### src/rtl/sprite_layer_engine_pkg.sv
// rtl/sprite_layer_engine_pkg.sv - shared types, constants and palette for the sprite layer engine
package sprite_pkg;

    typedef struct packed {
        logic transpose;
        logic flip_y;
        logic flip_x;
    } orient_t;

    // Truncated to the hit_ch width at the point of use, so it is all-ones for any N_CH.
    localparam logic [7:0] NO_HIT          = 8'hFF;
    localparam int         TRANSPARENT_IDX = 0;

    function automatic logic [11:0] palette_rgb(input logic [3:0] idx);
        logic [11:0] rgb;
        case (idx)
            4'd0:    rgb = 12'h000;
            4'd1:    rgb = 12'hF00;
            4'd2:    rgb = 12'h0F0;
            4'd3:    rgb = 12'h00F;
            default: rgb = 12'hFFF;
        endcase
        return rgb;
    endfunction

endpackage

### src/rtl/sprite_layer_engine_if.sv
// rtl/sprite_layer_engine_if.sv - per-channel sprite ROM address/data bus
interface sprite_rom_if #(
    parameter int N_CH   = 4,
    parameter int ADDR_W = 8,
    parameter int IDX_W  = 2
);
    logic [N_CH-1:0][ADDR_W-1:0] rom_addr;
    logic [N_CH-1:0][IDX_W-1:0]  rom_q;

    modport master (output rom_addr, input rom_q);
    modport slave  (input rom_addr, output rom_q);
endinterface

### src/rtl/sprite_channel_xform.sv
// rtl/sprite_channel_xform.sv - per-channel hit test and texel address (combinational)
module sprite_channel_xform
    import sprite_pkg::*;
#(
    parameter int SPR_W   = 14,
    parameter int SPR_H   = 14,
    parameter int ADDR_W  = 8,
    parameter int FRAME_W = 1
) (
    input  logic [9:0]         draw_x,
    input  logic [9:0]         draw_y,
    input  logic [9:0]         sx,
    input  logic [9:0]         sy,
    input  logic               en,
    input  orient_t            orient,
    input  logic [1:0]         scale,
    input  logic [FRAME_W-1:0] frame,
    output logic               hit,
    output logic [ADDR_W-1:0]  addr
);
    localparam bit         SQUARE = (SPR_W == SPR_H);
    localparam logic [9:0] W_M1   = 10'(SPR_W - 1);
    localparam logic [9:0] H_M1   = 10'(SPR_H - 1);

    if (!SQUARE) begin : g_nonsquare
        $warning("sprite_channel_xform: transpose ignored for non-square sprites");
    end

    logic [10:0] dx, dy;
    logic [9:0]  u_s, v_s, u_t, v_t, u_f, v_f;
    logic [31:0] lin;

    always_comb begin
        dx  = {1'b0, draw_x} - {1'b0, sx};
        dy  = {1'b0, draw_y} - {1'b0, sy};
        u_s = dx[9:0] >> scale;
        v_s = dy[9:0] >> scale;
        hit = en && !dx[10] && !dy[10] && (u_s <= W_M1) && (v_s <= H_M1);
        // Transpose happens before the flips, so flip_x always mirrors the stored column.
        u_t = (SQUARE && orient.transpose) ? v_s : u_s;
        v_t = (SQUARE && orient.transpose) ? u_s : v_s;
        u_f = orient.flip_x ? (W_M1 - u_t) : u_t;
        v_f = orient.flip_y ? (H_M1 - v_t) : v_t;
        lin = 32'(frame) * 32'(SPR_W * SPR_H) + 32'(v_f) * 32'(SPR_W) + 32'(u_f);
        addr = hit ? ADDR_W'(lin) : '0;
    end

endmodule

### src/rtl/sprite_layer_engine.sv
// rtl/sprite_layer_engine.sv - N-channel sprite compositor; SPRITE_ANIM_EN enables shared frame animation
module sprite_layer_engine
    import sprite_pkg::*;
#(
    parameter int N_CH        = 4,
    parameter int SPR_W       = 14,
    parameter int SPR_H       = 14,
    parameter int IDX_W       = 2,
    parameter int ANIM_FRAMES = 2,
    parameter int ANIM_DIV    = 8,
    localparam int HW         = $clog2(N_CH) + 1
) (
    input  logic                  vga_clk,
    input  logic                  reset_n,
    input  logic [9:0]            DrawX,
    input  logic [9:0]            DrawY,
    input  logic                  blank,
    input  logic                  frame_start,
    input  logic [N_CH-1:0]       ch_en,
    input  logic [N_CH-1:0][9:0]  ch_x,
    input  logic [N_CH-1:0][9:0]  ch_y,
    input  orient_t [N_CH-1:0]    ch_orient,
    input  logic [N_CH-1:0][1:0]  ch_scale,
    sprite_rom_if.master          rom,
    input  logic [11:0]           bg_rgb,
    output logic [3:0]            red,
    output logic [3:0]            green,
    output logic [3:0]            blue,
    output logic [HW-1:0]         hit_ch
);
    localparam logic [HW-1:0] NO_HIT_W = HW'(NO_HIT);

    if (ANIM_FRAMES < 1 || ANIM_DIV < 1) begin : g_bad_anim
        $error("sprite_layer_engine: ANIM_FRAMES and ANIM_DIV must be >= 1");
    end

`ifdef SPRITE_ANIM_EN
    localparam int ADDR_W  = $clog2(SPR_W * SPR_H * ANIM_FRAMES);
    localparam int FRAME_W = (ANIM_FRAMES > 1) ? $clog2(ANIM_FRAMES) : 1;
    localparam int DIV_W   = (ANIM_DIV > 1) ? $clog2(ANIM_DIV) : 1;

    logic [DIV_W-1:0]   div_q, div_d;
    logic [FRAME_W-1:0] frame_q, frame_d;

    always_comb begin
        div_d   = div_q;
        frame_d = frame_q;
        if (frame_start) begin
            if (div_q == DIV_W'(ANIM_DIV - 1)) begin
                div_d   = '0;
                frame_d = (frame_q == FRAME_W'(ANIM_FRAMES - 1)) ? '0 : frame_q + 1'b1;
            end else begin
                div_d = div_q + 1'b1;
            end
        end
    end

    always_ff @(posedge vga_clk or negedge reset_n) begin
        if (!reset_n) begin
            div_q   <= '0;
            frame_q <= '0;
        end else begin
            div_q   <= div_d;
            frame_q <= frame_d;
        end
    end
`else
    localparam int ADDR_W  = $clog2(SPR_W * SPR_H);
    localparam int FRAME_W = 1;

    logic [FRAME_W-1:0] frame_q;
    assign frame_q = '0;
`endif

    // Shadow copies: rendering never sees ch_* directly, so a frame is never torn.
    logic [N_CH-1:0]      en_q;
    logic [N_CH-1:0][9:0] x_q, y_q;
    orient_t [N_CH-1:0]   orient_q;
    logic [N_CH-1:0][1:0] scale_q;

    always_ff @(posedge vga_clk or negedge reset_n) begin
        if (!reset_n) begin
            en_q     <= '0;
            x_q      <= '0;
            y_q      <= '0;
            orient_q <= '0;
            scale_q  <= '0;
        end else if (frame_start) begin
            en_q     <= ch_en;
            x_q      <= ch_x;
            y_q      <= ch_y;
            orient_q <= ch_orient;
            scale_q  <= ch_scale;
        end
    end

    logic [N_CH-1:0]             hit_d;
    logic [N_CH-1:0][ADDR_W-1:0] addr_d;

    for (genvar i = 0; i < N_CH; i++) begin : g_ch
        sprite_channel_xform #(
            .SPR_W   (SPR_W),
            .SPR_H   (SPR_H),
            .ADDR_W  (ADDR_W),
            .FRAME_W (FRAME_W)
        ) u_xform (
            .draw_x (DrawX),
            .draw_y (DrawY),
            .sx     (x_q[i]),
            .sy     (y_q[i]),
            .en     (en_q[i]),
            .orient (orient_q[i]),
            .scale  (scale_q[i]),
            .frame  (frame_q),
            .hit    (hit_d[i]),
            .addr   (addr_d[i])
        );
    end

    logic [N_CH-1:0] hit1_q, hit2_q;
    logic [11:0]     bg1_q, bg2_q, rgb_q, rgb_d;
    logic            blank1_q, blank2_q;
    logic [HW-1:0]   hit_ch_q, hit_ch_d;

    // Channels scanned high to low so the lowest opaque index overwrites last and wins.
    always_comb begin
        rgb_d    = bg2_q;
        hit_ch_d = NO_HIT_W;
        for (int i = N_CH - 1; i >= 0; i--) begin
            if (hit2_q[i] && rom.rom_q[i] != IDX_W'(TRANSPARENT_IDX)) begin
                rgb_d    = palette_rgb(4'(rom.rom_q[i]));
                hit_ch_d = HW'(i);
            end
        end
        if (!blank2_q) begin
            rgb_d    = '0;
            hit_ch_d = NO_HIT_W;
        end
    end

    always_ff @(posedge vga_clk or negedge reset_n) begin
        if (!reset_n) begin
            rom.rom_addr <= '0;
            hit1_q       <= '0;
            bg1_q        <= '0;
            blank1_q     <= 1'b0;
            hit2_q       <= '0;
            bg2_q        <= '0;
            blank2_q     <= 1'b0;
            rgb_q        <= '0;
            hit_ch_q     <= NO_HIT_W;
        end else begin
            rom.rom_addr <= addr_d;
            hit1_q       <= hit_d;
            bg1_q        <= bg_rgb;
            blank1_q     <= blank;
            hit2_q       <= hit1_q;
            bg2_q        <= bg1_q;
            blank2_q     <= blank1_q;
            rgb_q        <= rgb_d;
            hit_ch_q     <= hit_ch_d;
        end
    end

    assign red    = rgb_q[11:8];
    assign green  = rgb_q[7:4];
    assign blue   = rgb_q[3:0];
    assign hit_ch = hit_ch_q;

endmodule

### src/flat_wrapper.sv
// flat-port wrapper written by rule: the top's interface ports become plain ports
module sprite_layer_engine_flat import sprite_pkg::*;
#(
    parameter int N_CH        = 4,
    parameter int SPR_W       = 14,
    parameter int SPR_H       = 14,
    parameter int IDX_W       = 2,
    parameter int ANIM_FRAMES = 2,
    parameter int ANIM_DIV    = 8,
    localparam int HW         = $clog2(N_CH) + 1
)
  (vga_clk, reset_n, DrawX, DrawY, blank, frame_start, ch_en, ch_x, ch_y, ch_orient, ch_scale, bg_rgb, red, green, blue, hit_ch, rom_rom_addr, rom_rom_q);
  sprite_rom_if #(.N_CH(N_CH), .ADDR_W(($clog2(SPR_W * SPR_H))), .IDX_W(IDX_W)) rom_i ();
  input  logic vga_clk;
  input  logic reset_n;
  input  logic [9:0] DrawX;
  input  logic [9:0] DrawY;
  input  logic blank;
  input  logic frame_start;
  input  logic [N_CH-1:0] ch_en;
  input  logic [N_CH-1:0][9:0] ch_x;
  input  logic [N_CH-1:0][9:0] ch_y;
  input  orient_t [N_CH-1:0] ch_orient;
  input  logic [N_CH-1:0][1:0] ch_scale;
  input  logic [11:0] bg_rgb;
  output logic [3:0] red;
  output logic [3:0] green;
  output logic [3:0] blue;
  output logic [HW-1:0] hit_ch;
  output wire logic [$bits(rom_i.rom_addr)-1:0] rom_rom_addr;
  input wire logic [$bits(rom_i.rom_q)-1:0] rom_rom_q;
  assign rom_rom_addr = rom_i.rom_addr;
  assign rom_i.rom_q = rom_rom_q;
  sprite_layer_engine #(.N_CH(N_CH), .SPR_W(SPR_W), .SPR_H(SPR_H), .IDX_W(IDX_W), .ANIM_FRAMES(ANIM_FRAMES), .ANIM_DIV(ANIM_DIV)) u_core (.vga_clk(vga_clk), .reset_n(reset_n), .DrawX(DrawX), .DrawY(DrawY), .blank(blank), .frame_start(frame_start), .ch_en(ch_en), .ch_x(ch_x), .ch_y(ch_y), .ch_orient(ch_orient), .ch_scale(ch_scale), .rom(rom_i), .bg_rgb(bg_rgb), .red(red), .green(green), .blue(blue), .hit_ch(hit_ch));
endmodule
### config.mk
export PLATFORM = sky130hd
export DESIGN_NAME = sprite_layer_engine_flat
export DESIGN_NICKNAME = d
export VERILOG_FILES = /design/src/rtl/sprite_layer_engine_pkg.sv /design/src/rtl/sprite_layer_engine_if.sv /design/src/rtl/sprite_channel_xform.sv /design/src/rtl/sprite_layer_engine.sv /design/src/flat_wrapper.sv
export SDC_FILE = /design/constraint.sdc
export NUM_CORES = 1
export LEC_CHECK = 0
export ABC_AREA = 1
export CAP_MARGIN = 20
export CORE_MARGIN = 2
export CORE_UTILIZATION = 36
export DETAILED_ROUTE_END_ITERATION = 7
export DONT_BUFFER_PORTS = 1
export SYNTH_ARGS = -nofsm -noshare
export SYNTH_HDL_FRONTEND = slang
export SYNTH_SLANG_ARGS = --single-unit
### constraint.sdc
create_clock -name vga_clk -period 4.6 [get_ports vga_clk]
set_input_delay 0.46 -clock vga_clk [delete_from_list [all_inputs] [get_ports vga_clk]]
set_output_delay 0.46 -clock vga_clk [all_outputs]
set_load 0.02 [all_outputs]
==> After elaboration in Yosys (flattened, before gate mapping) <==
Index checks and enable logic that the tools add are counted.
Widths: inputs -> output; s select.
{ "totals": {"output_inout_bits": 47, "elab_cells": 159, "ff_bits": 185} }
{ "op_classes": {"shifts": 8, "addsub": 20, "mux": 34, "magnitude_cmp": 8, "eq_ne": 12, "mul": 4, "reduce_logical": 36} }
{ "ops": {"columns": ["cell", "n"], "rows": [
  ["$pmux 12 s4", 4],
  ["$mux 8", 12],
  ["$sub 10x10->11", 8],
  ["$le 10x4->1 const B", 8],
  ["$mux 10", 8],
  ["$shr 10x2->10", 8],
  ["$mux 12", 5],
  ["$mul 10x3->7 const B", 4],
  ["$sub 4x10->10 const A", 4],
  ["$add 8x8->8", 4],
  ["$sub 4x8->8 const A", 4],
  ["$logic_and 1x1->1", 20],
  ["$eq 2x2->1 const B", 8],
  ["$mux 3", 5],
  ["$eq 2x1->1 const B", 4],
  ["$logic_not 1->1", 8],
  ["$logic_not 2->1", 4],
  ["$reduce_bool 2->1", 4]
]} }

==> Depth between registers and ports, before layout <==
Gate-level depths: netlist (run 1).
{ "logic_depth": {"depth_word": 8, "ltp_mapped": 39, "depth_no_buf": 39} }

==> Hierarchy <==
From an unflattened synthesis (run 1), not the netlist that was laid out.
{ "hier_totals": {"hier_cells": 2567, "area_unflattened_um2": 18405.2} }
{ "by_module_without_submodules": {"columns": ["module", "cells_per_inst", "area_each_um2", "seq_area_each_um2", "n_inst"], "rows": [
  ["sprite_layer_engine", 382, 6512.5, 4633.2, 1],
  ["sprite_channel_xform (u_core.g_ch[1].u_xform)", 554, 3052.9, 0.0, 1],
  ["sprite_channel_xform (u_core.g_ch[3].u_xform)", 543, 2954.1, 0.0, 1],
  ["sprite_channel_xform (u_core.g_ch[0].u_xform)", 549, 2952.8, 0.0, 1],
  ["sprite_channel_xform (u_core.g_ch[2].u_xform)", 539, 2932.8, 0.0, 1]
]} }

==> Least setup slack after synthesis (run 1) <==
OpenSTA, ideal clock, no wires.
{ "synth_timing": {"kind": "input to register", "startpoint": "input port DrawX[0]", "endpoint": "register u_core.rom.rom_addr[15]", "arrival_time_ns": 5.185, "setup_slack_ns": -0.702, "cell_stages": 38, "path_buffers": 0, "t_required_ns": 4.482, "cell_sequence": "inv_1 > ha_1 > inv_1 > fa_1 > nand2_1 > nand2_1 > nand2_2 > xnor2_1 > nand2_1 > o21ai_2 > nand2_2 > nand2_2 > nand2_1 > nand2_2 > ha_1 > nor2_1 > xnor2_1 > inv_1 > (+2 left out) > fa_1 > inv_1 > ha_1 > inv_1 > o21bai_1 > nand2_1 > nand2_1 > a21oi_1 > xnor2_1 > nand3b_1 > nand2_1 > nand2_1 > nand2_1 > nand3b_1 > nand2_1 > nand2_1 > inv_1 > nor2_1"} }
{ "synth_rtl": {"columns": ["item", "line_no", "text"], "rows": [
  ["start: declaration", "flat_wrapper.sv:16", "input logic [9:0] DrawX;"],
  ["end signal: assignment", "sprite_layer_engine.sv:153", "rom.rom_addr <= addr_d;"],
  ["end: declaration", "sprite_layer_engine_if.sv:10", "modport master (output rom_addr, input rom_q);"]
]} }

==> results of run 1 <==
==> logic make-up after synthesis <==
| family | count (synthesis) | synth area share [%] |
|---|---|---|
| compound gates | 265 | 8.37 |
| xor+xnor | 55 | 2.83 |
| fa+ha+maj | 164 | 13.4 |
| simple gates | 1423 | 37.2 |
| buf+inv | 453 | 10.2 |
| flops | 185 | 27.2 |
| mux | 12 | 0.792 |
==> Yosys cell counts (all sizes together) <==
cell    count
nand3b     18
o21ai     154
a31oi      15
clkinv      3
o21bai      2
dfrtp     182
a21o        5
fa         32
a21oi      74
or2         8
mux2       12
inv       381
a31o        1
o221ai      1
a211oi      3
nand2     820
xnor2      21
buf        35
or3         1
dfstp       3
a311o       1
and2       10
xor2       34
nor4        3
nand3     387
ha        132
nor3       11
nand4      21
nor3b       9
o211a       1
o211ai      7
nor2      135
clkbuf     34
o311ai      1
==> stage by stage <==
stage	hold WS (ns)	setup WS (ns)	utilization [%]	total power [mW]
after global routing	-0.361	-0.948	45.6	13.1
after global placement	0.168	-0.645	42.2	8.76
final	-0.336	-0.536	45.6	11.9
after floorplan	0.164	-0.394	-	6.54
after CTS	-0.405	-0.489	44.0	10.9
after detailed placement	0.168	-0.729	42.2	8.97
==> per-layer routing <==
layer,track usage [%],wire length (microns)
met1,27.8,24300
met4,7.67,1420
met2,36.5,25000
met5,0,13
met3,3.75,2130
==> power groups by stage <==
stage	combinational, mW	clock [mW]	sequential [mW]
after floorplan	4.75	0	1.79
after CTS	7.51	1.56	1.79
after detailed placement	7.15	0	1.82
final	8.62	1.51	1.79
after global routing	9.64	1.61	1.80
after global placement	6.94	0	1.82
==> worst paths after layout <==
| check | endpoint | slack [ns] | depth (start not counted) |
|---|---|---|---|
| max reg2reg | u_core.rom.rom_addr[15] | -0.54 | 35 |
| max in group asynchronous | u_core.orient_q[5] | 4.45 | 0 |
| min reg2reg | u_core.blank2_q | 0.34 | 0 |
| min in group vga_clk | u_core.x_q[9] | 0.05 | 1 |
| max | u_core.rom.rom_addr[15] | -0.54 | 35 |
| min | u_core.rom.rom_addr[0] | -0.34 | 0 |
==> state kept, by name, summed over array words and instances (netlist names) <==
signal,count
u_core.hit1_q,4
u_core.bg1_q,12
u_core.en_q,4
u_core.hit2_q,4
u_core.bg2_q,12
u_core.y_q,40
u_core.rom.rom_addr,32
u_core.scale_q,8
u_core.blank2_q,1
u_core.x_q,40
u_core.orient_q,12
u_core.rgb_q,12
u_core.blank1_q,1
u_core.hit_ch,3
==> area by class of cell <==
class	instances	area, sq um	share of cell area, %
multi-input cells	1919	11400	53.6
flip-flops and latches	185	4630	21.8
repair buffers	316	2450	11.5
inverters	384	1450	6.81
well taps	607	759	3.57
clock buffers	20	457	2.15
clock inverters	12	105	0.495
diodes	1	2.50	0.0118
==> what timing repair did <==
action / CTS / global route
pin swaps: 27 / 93
setup buffers: 14 / 21
endpoints found under the hold margin: 198 / 185
setup endpoints to repair: 7 / 13
gates resized for setup: 26 / 144
==> results.toml, run 1 <==
[placement]
port_buffers = 0
gp_congestion = 0.887
hpwl_mm = 40.7
dp.cells = 3364
place_area_sq_um = 19700

[critical_path]
rr_startpoint = "u_core.x_q[10]"
cp_common_cell = "nand2_1"
startpoint_type = "register"
path_delay_family = "adder cells"
critPathLaunch = "u_core.x_q[10]"
cp-end-kind = "register"
cp_max_fo = 3
arrival_ns = 5.52
required_ns = 4.98
crit_type = "reg -> reg"
critPathBufInv = 7
worst_path_max_delay_cell = "fa_1"
cpPeakStageDelay_ns = 0.55

[status]
violations = "design-rule violations, negative hold slack, negative setup slack"
outcome = "complete, but fails checks"

[cts]
tritoncts = "built"
clockRootBuffer = "clkbuf_16"
clock_sinks = 185
htree_levels = 4
clk_latency_ns = 0.51
cts_made_buffers = 17
cts.reportedPaths.clkPinSlew_ns = 0.09
clockBufferDepth = 2
hold_buffers = 13

[timing]
finalSetupViolCount = 3
fin_crit_ns = 5.14
tightest_slew_ns = 0.698
rsz0062_at_grt = "yes"
setup-tns-final_ns = -0.906
finClkSkew_ns = 0.0236
maxSlewHeadroom_pct = 52.9
finalHoldViolCount = 185
whs_ns = -0.336
final_max_slew_viol_count = 0
min_period_over_period_pct = 112
final.setup.worst_slack_ns = -0.536
fmax_ghz = 0.195

[synthesis]
syn_nets = 2869
syn_inst = 2557
ys_types = 49
ys.warnings.count = 0
ys_seq_area_share_pct = 27.2
synth_area_leaders = "dfrtp_1 (27%), nand2_1 (17%), nand3_1 (11%)"
synth_seq_cells = 185
syn_area_per_cell_sq_um = 6.67
yosysTopAreaCellShare_pct = 26.7
synth_top_area_cell = "dfrtp_1"
syn_area_sq_um = 17100

[die]
initial_core_util_pct = 36.5
rows = 79
die-area_sq_um = 49100
die_h_microns = 222
pin_count = 195
core_sq_um = 46700
die_w_microns = 222

[cells_and_area]
layout_commonest_cell = "nand2_1"
layout_common_cells = "nand2_1 (745), inv_1 (345), nand3_1 (331)"
n_fill_cell = 4705
final_layout_size_suffix_gt1_share_pct = 21.3
fin_area_sq_um = 21300
syn_to_final_growth_pct = 24.6
layout.nets = 3135
finalNonFillerCells = 3444

[detailed_routing]
first_iter_violations = 979
drt_first_pass_iters = 8
drc = 16
routed_via_density = 4.96
wl_mm = 52.8
final_antenna_net_count = 0
vias = 17100
wl_per_cell_microns = 15.3

[grt]
grt_max_degree = 197
grt_pass1_vias = 16600
track_usage_pct = 21.6
grt_overflow = 0
antenna_found_initial = 3
grt_pass1_wl_mm = 84.6

[power]
power.share.clock_pct = 12.7
p_per_area_nw_per_um2 = 561
p_comb_share_pct = 72.3
pwr-share-seq_pct = 15.0
power.leakage_nw = 11.4
p_int_mw = 6.68
p_switching_mw = 5.24
ir_drop_mv = 0.952
p_sw_share_pct = 44.0

[run]
cap_viol_max_count = 0

[min_path]
hold_path.class = "in -> async"
(Power assumes the default switching activity.)
==> inputs of run 2 (changes only) <==
CORE_UTILIZATION = 30   (was 36)
clock period = 5.9 ns   (was 4.6 ns; I/O delays follow)
==> results.toml, run 2 (same netlist as run 1, synthesis figures left out) <==
[status]
outcome = "complete, no violations"

[placement]
port_buffers = 0
place_area_sq_um = 17900
dp.cells = 3268
gp_congestion = 0.907
hpwl_mm = 40.4

[critical_path]
cp-end-kind = "register"
crit_type = "reg -> reg"
cp_max_fo = 3
reg2reg_slack_ns = 0.55
critPathLaunch = "u_core.y_q[10]"
worst_path_max_delay_cell = "fa_1"
path_delay_family = "adder cells"
critPathBufInv = 8
required_ns = 6.29
rr_startpoint = "u_core.y_q[10]"
cpPeakStageDelay_ns = 0.47
arrival_ns = 5.73
r2r-end = "u_core.rom.rom_addr[15]"
reg2reg_depth = 39
cp_common_cell = "nand2_1"
startpoint_type = "register"
crit_cells = 39

[detailed_routing]
drc = 0
wl_per_cell_microns = 15.3
drt_first_pass_iters = 5
final_antenna_net_count = 0
vias = 15500
routed_via_density = 4.70
wl_mm = 50.4
first_iter_violations = 1051

[power]
ir_drop_mv = 0.256
p_per_area_nw_per_um2 = 380
power.leakage_nw = 9.98

[cells_and_area]
fin_area_sq_um = 18500
finalNonFillerCells = 3301
syn_to_final_growth_pct = 8.59
antenna_cells = 0
final_util_pct = 32.9
layout.nets = 2844
top_regs = "u_core.x_q (40), u_core.y_q (40), u_core.rom.rom_addr (32)"
layout_commonest_cell = "nand2_1"
n_fill_cell = 6105
layout_common_cells = "nand2_1 (777), inv_1 (372), nand3_1 (360)"
final_layout_size_suffix_gt1_share_pct = 6.64

[timing]
maxSlewHeadroom_pct = 32.5
setup-tns-final_ns = 0
min_period_over_period_pct = 90.6
finClkSkew_ns = 0.0124
final_max_slew_viol_count = 0
whs_ns = 0.0911
finalSetupViolCount = 0
fin_crit_ns = 5.35
rsz0062_at_grt = "no"
fmax_ghz = 0.187
finalHoldViolCount = 0
tightest_slew_ns = 1.01

[die]
initial_core_util_pct = 30.3
die_h_microns = 242
core_sq_um = 56300
die_w_microns = 242
die-area_sq_um = 58800
pin_count = 195
rows = 87

[grt]
grt_util_met2_pct = 27.4
grt_pass1_wl_mm = 79.2
grt_overflow = 0
grt_pass1_vias = 14200
use_met3_pct = 3.31
antenna_found_initial = 4
grtUsageMet1_pct = 24.0
track_usage_pct = 17.4
top_usage_layer = "met2"
grt_max_degree = 197

[cts]
cts.reportedPaths.clkPinSlew_ns = 0.08
tritoncts = "built"
cts_made_buffers = 17
cts_setup_buffers = 0
clockBufferDepth = 2
htree_levels = 4
clock_sinks = 185
clockRootBuffer = "clkbuf_16"
clk_latency_ns = 0.50

[run]
cap_viol_max_count = 0

[min_path]
hold_path.class = "in -> async"
-- run 2: how the worst max path moves through the flow --
stage / slack (ns) / end
2_1_floorplan: 0.47 / u_core.rom.rom_addr[15]
3_3_place_gp: 0.23 / u_core.rom.rom_addr[15]
3_5_place_dp: 0.17 / u_core.rom.rom_addr[15]
4_1_cts: 0.58 / u_core.rom.rom_addr[15]
5_1_grt: 0.01 / u_core.rom.rom_addr[15]
6_report: 0.55 / u_core.rom.rom_addr[15]
-- run 2: power breakdown --
part	leakage [nW]	switching (mW)	internal (mW)
registers	2.31	0.0547	1.34
logic	7.38	2.65	1.76
clock network	0.295	0.635	0.583
-- run 2: routing by layer --
layer | vias to the layer above | share of wire [%]
li1 | 8156 | -
met1 | 7008 | 49
met2 | 310 | 45
met3 | 46 | 4.3
met4 | 6 | 2.1
met5 | - | 0.087
-- run 2: worst register-to-register path: cells and delay by family (launching register included) --
| kind | cells | cell delay [ns] |
|---|---|---|
| DFF | 1 | 0.40 |
| buffers and inverters | 8 | 0.51 |
| AOI/OAI and AO/OA | 3 | 0.30 |
| and+or+nand+nor | 19 | 1.61 |
| adders and majority gates | 7 | 2.10 |
| xor gates and xnor gates | 2 | 0.33 |
-- run 2: area by class of cell --
| type | instances | area (sq um) | area share, % |
|---|---|---|---|
| clock buffers | 18 | 439 | 2.37 |
| clock inverters | 14 | 165 | 0.892 |
| inverters | 384 | 1440 | 7.78 |
| multi-input cells | 1919 | 10700 | 57.7 |
| flip-flops and latches | 185 | 4630 | 25.0 |
| well taps | 756 | 946 | 5.11 |
| repair buffers | 25 | 208 | 1.12 |
-- run 2: repair_timing --
action | in CTS | in global routing
resized for setup | 0 | 0
hold buffers | 1 | 0
endpoints found under the hold margin | 185 | 0
-- run 2: per-stage QoR --
| stage | worst slack (ns) | power [mW] |
|---|---|---|
| floorplan | 0.468 | 5.01 |
| global placement | 0.231 | 5.76 |
| detailed placement | 0.166 | 5.80 |
| CTS | 0.585 | 7.11 |
| global route | 0.0133 | 7.88 |
| finish | 0.554 | 7.03 |
